--- src/rtl/mux4_burst_arbiter.sv ---
`default_nettype none
// ============================================================================
//  Module   : mux4_burst_arbiter
//  Purpose  : Round-robin burst arbiter that drives the 32-bit 4:1 operand mux
//             select and a valid/ready handshake toward the consumer.
//  Revision : 1.0 - initial release
// ============================================================================
module mux4_burst_arbiter #(
    parameter int LEN_W = 4
) (
    input  logic               clk,
    input  logic               rst,
    input  logic [3:0]         req,
    input  logic [4*LEN_W-1:0] len,
    input  logic               out_ready,
    output logic [1:0]         select,
    output logic [3:0]         grant,
    output logic               out_valid,
    output logic               out_last,
    output logic [3:0]         word_ack,
    output logic               busy
);

    localparam logic [0:0] c_ST_IDLE  = 1'b0;
    localparam logic [0:0] c_ST_BURST = 1'b1;

    logic [0:0]       r_state;
    logic [1:0]       r_ptr;
    logic [1:0]       r_select;
    logic [3:0]       r_grant;
    logic [LEN_W-1:0] r_cnt;
    logic [LEN_W-1:0] r_blen;

    logic [0:0]       w_nxt_state;
    logic [1:0]       w_nxt_ptr;
    logic [1:0]       w_nxt_select;
    logic [3:0]       w_nxt_grant;
    logic [LEN_W-1:0] w_nxt_cnt;
    logic [LEN_W-1:0] w_nxt_blen;

    logic [LEN_W-1:0] w_len_arr [4];
    logic [1:0]       w_arb_ptr;
    logic [7:0]       w_req_dbl;
    logic [3:0]       w_req_rot;
    logic [1:0]       w_win_off;
    logic [1:0]       w_win_idx;
    logic [3:0]       w_win_onehot;
    logic [LEN_W-1:0] w_win_len;
    logic             w_any_req;
    logic             w_in_burst;
    logic             w_accept;
    logic             w_last;

    generate
        for (genvar gi = 0; gi < 4; gi++) begin : g_len_unpack
            assign w_len_arr[gi] = len[gi*LEN_W +: LEN_W];
        end
    endgenerate

    assign w_in_burst = (r_state == c_ST_BURST);
    assign w_last     = w_in_burst && (r_cnt == r_blen);
    assign w_accept   = w_in_burst && out_ready;
    assign w_any_req  = |req;

    // At a burst boundary the pointer has not been written yet, so the
    // scan starts from the position one past the current owner directly.
    always_comb begin
        w_arb_ptr = w_in_burst ? (r_select + 2'd1) : r_ptr;
        w_req_dbl = {req, req};
        w_req_rot = 4'(w_req_dbl >> w_arb_ptr);
        if (w_req_rot[0])      w_win_off = 2'd0;
        else if (w_req_rot[1]) w_win_off = 2'd1;
        else if (w_req_rot[2]) w_win_off = 2'd2;
        else                   w_win_off = 2'd3;
        w_win_idx    = w_arb_ptr + w_win_off;
        w_win_onehot = 4'b0001 << w_win_idx;
        w_win_len    = w_len_arr[w_win_idx];
    end

    always_comb begin
        w_nxt_state  = r_state;
        w_nxt_ptr    = r_ptr;
        w_nxt_select = r_select;
        w_nxt_grant  = r_grant;
        w_nxt_cnt    = r_cnt;
        w_nxt_blen   = r_blen;
        case (r_state)
            c_ST_IDLE: begin
                if (w_any_req) begin
                    w_nxt_state  = c_ST_BURST;
                    w_nxt_select = w_win_idx;
                    w_nxt_grant  = w_win_onehot;
                    w_nxt_blen   = w_win_len;
                    w_nxt_cnt    = '0;
                end
            end
            c_ST_BURST: begin
                if (w_accept) begin
                    if (w_last) begin
                        w_nxt_ptr = r_select + 2'd1;
                        if (w_any_req) begin
                            w_nxt_select = w_win_idx;
                            w_nxt_grant  = w_win_onehot;
                            w_nxt_blen   = w_win_len;
                            w_nxt_cnt    = '0;
                        end else begin
                            w_nxt_state = c_ST_IDLE;
                            w_nxt_grant = '0;
                        end
                    end else begin
                        w_nxt_cnt = r_cnt + 1'b1;
                    end
                end
            end
            default: begin
                w_nxt_state = c_ST_IDLE;
                w_nxt_grant = '0;
            end
        endcase
    end

    always_ff @(posedge clk) begin
        if (rst) begin
            r_state  <= c_ST_IDLE;
            r_ptr    <= '0;
            r_select <= '0;
            r_grant  <= '0;
            r_cnt    <= '0;
            r_blen   <= '0;
        end else begin
            r_state  <= w_nxt_state;
            r_ptr    <= w_nxt_ptr;
            r_select <= w_nxt_select;
            r_grant  <= w_nxt_grant;
            r_cnt    <= w_nxt_cnt;
            r_blen   <= w_nxt_blen;
        end
    end

    assign select    = r_select;
    assign grant     = r_grant;
    assign out_valid = w_in_burst;
    assign busy      = w_in_burst;
    assign out_last  = w_last;
    assign word_ack  = w_accept ? r_grant : 4'b0000;

endmodule
`default_nettype wire

--- config.mk ---
export PLATFORM = sky130hd
export DESIGN_NAME = mux4_burst_arbiter
export DESIGN_NICKNAME = d
export VERILOG_FILES = /design/src/rtl/mux4_burst_arbiter.sv
export SDC_FILE = /design/constraint.sdc
export NUM_CORES = 1
export LEC_CHECK = 0
export CAP_MARGIN = 0
export CORE_AREA = 2 2 49 55
export CTS_CLUSTER_SIZE = 10
export DETAILED_ROUTE_END_ITERATION = 6
export DIE_AREA = 0 0 51 57
export MAX_ROUTING_LAYER = met4
export PLACE_DENSITY = 0.82
export SYNTH_ARGS = -nofsm -noshare
export SYNTH_HDL_FRONTEND = slang
export SYNTH_SLANG_ARGS = --single-unit
--- constraint.sdc ---
create_clock -name clk -period 6.5 [get_ports clk]
set_clock_uncertainty 0.15 [all_clocks]
set_input_delay 1.3 -clock clk [delete_from_list [all_inputs] [get_ports clk]]
set_output_delay 1.3 -clock clk [all_outputs]
set_load 0.1 [all_outputs]
Word-level counts from Yosys, hierarchy flattened
Index checks and enable logic that the tools add are counted.
{"block": "op_classes", "n_addsub": 3, "magnitude_cmp": 1, "eq_ne": 4, "shifts": 2, "n_mux": 29, "bitwise_logic": 2, "n_reduce_logical": 6}
{"operator": "4-bit two-way mux", "count": 13}
{"operator": "4-bit one-hot mux with 2 select lines", "count": 3}
{"operator": "2-bit two-way mux", "count": 6}
{"operator": "4-bit binary-select mux with 2-bit select", "count": 1}
{"operator": "8-bit by 2-bit >> shifter with 3-bit output", "count": 1}
{"operator": "3-bit AND reduction", "count": 2}
{"operator": "4-bit by 1-bit adder with 4-bit output (second input constant)", "count": 1}
{"operator": "4-bit == test", "count": 1}
{"operator": "1-bit two-way mux", "count": 4}
{"operator": "2-bit != test (second input constant)", "count": 2}
{"operator": "2-bit one-hot mux with 2 select lines", "count": 1}
{"operator": "4-bit OR reduction", "count": 1}
{"operator": "1-bit by 2-bit left shift with 4-bit output (first input constant)", "count": 1}
{"operator": "3-bit >= comparator (second input constant)", "count": 1}
{"operator": "2-bit NOT with 3-bit output", "count": 1}
{"operator": "2-bit by 1-bit adder with 2-bit output (second input constant)", "count": 1}
{"operator": "2-bit adder", "count": 1}
{"operator": "1-bit logical AND", "count": 2}
{"operator": "2-bit by 1-bit != test with 1-bit output (second input constant)", "count": 1}
{"operator": "1-bit one-hot mux with 2 select lines", "count": 1}
{"operator": "2-bit AND reduction", "count": 1}
{"operator": "1-bit NOT", "count": 1}
{"block": "word_totals", "reg_bits": 17}

Depth between registers and ports, before layout
{"block": "depth", "depth_word": 15, "ltp_mapped": 11, "mapped_depth_nobuf": 10}

Least setup slack after synthesis
Ideal clock, no wire load.
{"block": "synth_timing", "path_type": "reg-to-output", "start": "register r_state, in the netlist busy", "end": "output port out_last", "arrival_time_ns": 2.659, "t_required_ns": 5.050, "path_slack_ns": 2.391, "stages_incl_launch_ff": 4, "n_path_buf": 1, "path_cell_list": "dfxtp_1 clkbuf_1 inv_1 nor2_1"}
{"block": "synth_between", "elab_chain_len": 1}
{"element": "start, declared", "line_no": "27", "source": "logic [0:0] r_state;"}
{"element": "start signal, assigned", "line_no": "124", "source": "r_state <= c_ST_IDLE;"}
{"element": "start signal, assigned", "line_no": "131", "source": "r_state <= w_nxt_state;"}
{"element": "1-bit logical AND", "line_no": "61", "source": "assign w_last = w_in_burst && (r_cnt == r_blen);"}
{"element": "end, declared", "line_no": "19", "source": "output logic out_last,"}
No other way between the ends.

Worst setup path after layout
{"block": "layout_timing", "start": "input port out_ready", "end": "output port word_ack[1]"}
{"block": "layout_between", "elab_chain_len": 2}
{"element": "start, declared", "line_no": "15", "source": "input logic out_ready,"}
{"element": "1-bit logical AND", "line_no": "62", "source": "assign w_accept = w_in_burst && out_ready;"}
{"element": "4-bit two-way mux", "line_no": "145", "source": "assign word_ack = w_accept ? r_grant : 4'b0000;"}
{"element": "end, declared", "line_no": "20", "source": "output logic [3:0] word_ack,"}
No other way between the ends.

==> metrics.txt <==
status=finished clean; Fin Hold WS=~0.32 ns; cells after synthesis=136; Initial Util=between 40% and 50%; Post-Route WL=2570 um; Resize count post-CTS=0; CP Launch Type=primary input; YS warnings=0; final hold vios=0; register area=340 um^2; Ports=36; fin. max-slew vios=0; clk slew on worst S/H paths=around 0.090 ns; CTS tree=yes; number of hold buffers added after CTS=0; area of the multi-input gates=711 um^2; overall via count from detail_route=1121; first-pass GRT wire length=4230 um; CP Max Fanout=7; # DRC=0; Max-cap violations=0; setup TNS=0 ns; Synth Cell Area=roughly 1100 um^2; initial antenna violation count=0; GRT Total Usage=19.7%; dpl hpwl=roughly 2000 um; clk buf depth=2; Final Setup Violations=0; fmax=roughly 220 MHz; CTS buffer count=3; worst min-delay path class=reg -> reg; synth cell count leaders=dfxtp_1, nor2_1, nand2_1, nor2b_1; post-route antenna net violation count=0; drt wl/cell=about 13 um; # clock sinks=17; Slew Limit Headroom=35.2%; Die ar.=2910 um^2; worst path arrival time=3.19 ns; top cell type's share of synthesized area=30.8%; Diodes inserted=0; Yosys top cell by area=dfxtp_1; number of enable flip-flop cells after synthesis=0; Post-Syn Area per Cell=8.13 um^2; leakage=0.548 nW; Synth Net Count=161; top cells by area, synth=dfxtp_1, nor2b_1, nor2_1, xnor2_1, nand2_1; Worst-Skew Late Latency=0.29 ns; sequential-to-total area share from yosys stat=30.8%; period utilization=between 70% and 80%; die width=51 um; first-pass detailed-route iteration total=4; largest net degree at the start of global routing=22; Die Span Y=approximately 57 um; CTS root buf=clkbuf_4; Crit Path Class=in -> out; vias in the first global route=1009; core footprint=~2400 um^2; GRT overflow=0; Synth-to-Final Area Change=34.6%; H-tree levels=1; First DRT Iteration DRCs=34; fillers=roughly 220; Netlist cell types=40; Worst Max-Slew Pin Slew=0.969 ns; VDD IR max=0.247 mV; gp weighted congestion=0.796; top-count cell post-synth=dfxtp_1; input/output buffers=35; vias per cell=around 5.6; Final nets=approximately 190; post-synthesis async set-or-reset flop share=0%; Worst setup EP type=primary output; fin crit period=4.64 ns; Cell Rows=19; worst path required time=between 5 and 6 ns; fraction of layout instances using a drive strength above 1=4.76%; number of synthesized register bits=17; Post-CTS Setup Inserts=0; Power Dens Cells=412 nW/um^2; ys flop type=dfxtp_1; RSZ-0062 raised after global routing=no
critical path: stages:
cell and delay [ns]:
clkdlybuf4s50_1 0.56, and3_1 0.19, clkdlybuf4s50_1 1.13
state kept, by name (all words and copies together), names as in the netlist:
signal / cells
r_blen: 4
busy: 1
r_ptr: 2
r_cnt: 4
grant: 4
select: 2
per-stage QoR:
step / setup slack, ns / cells / power, mW / cell area (um^2) / utilization, %
final: 1.86 / 199 / 0.613 / 1490 / 62.0
after global placement: 1.91 / 195 / 0.548 / 1460 / 60.9
after detailed placement: 1.86 / 195 / 0.559 / 1460 / 60.9
after floorplan: 2.39 / 136 / 0.471 / 1110 / -
after CTS: 1.85 / 199 / 0.616 / 1490 / 62.0
after global routing: 1.80 / 199 / 0.651 / 1490 / 62.0
path summary, 6_finish.rpt:
kind | start | to | slack (ns) | cells after the start
min | grant[2]$_SDFFE_PP0P_ | grant[2]$_SDFFE_PP0P_ | 0.32 | 2
min reg2reg | grant[2]$_SDFFE_PP0P_ | grant[2]$_SDFFE_PP0P_ | 0.32 | 2
max | out_ready | word_ack[1] | 1.86 | 3
max reg2reg | busy$_SDFF_PP0_ | r_blen[0]$_SDFFE_PP0P_ | 3.41 | 9
metal layers:
layer	GRT usage (%)	vias to the layer above	part of all wire, %
li1	-	567	-
met1	21.9	511	43
met2	33.2	39	50
met3	2.88	4	4.4
met4	10.8	0	2.5
met5	-	-	0
cell families (layout without fill, tap and decap cells):
kind of cell | count (synthesis) | in the layout | share of synthesized area, %
buffers and inverters | 13 | 45 | 4.98
adders and majority gates | 2 | 2 | 2.26
AOI/OAI and AO/OA | 38 | 38 | 26.9
DFF | 17 | 17 | 30.8
and+or+nand+nor | 58 | 58 | 28.5
xor gates and xnor gates | 7 | 7 | 5.54
muxes | 1 | 1 | 1.02
layout make-up:
class	instances	area share, %
inverters	6	1.51
repair buffers	35	23.5
well taps	31	2.61
clock buffers	4	1.76
flip-flops and latches	17	22.9
multi-input cells	106	47.7
layout by cell type (no fill, tap or decap), drive strengths merged, types with 2 or more instances in the layout:
master          n
dfxtp          17
nor3b           2
a21oi           7
xnor2           5
a32o            2
nor3            7
or3             2
clkdlybuf4s50  35
nor2           12
inv             6
o31ai           5
a2111oi         5
nand2          10
o21ai           5
nand3b          4
a221oi          4
and3            4
xor2            2
a32oi           2
clkbuf          4
nor2b          11
ha              2
power by group:
group          switching [mW]  leakage [nW]  internal, mW
clock network          0.0326        0.0150        0.0239
logic                   0.271         0.394         0.127
registers              0.0252         0.139         0.133
Note: power is estimated with default switching activity, not from simulation.
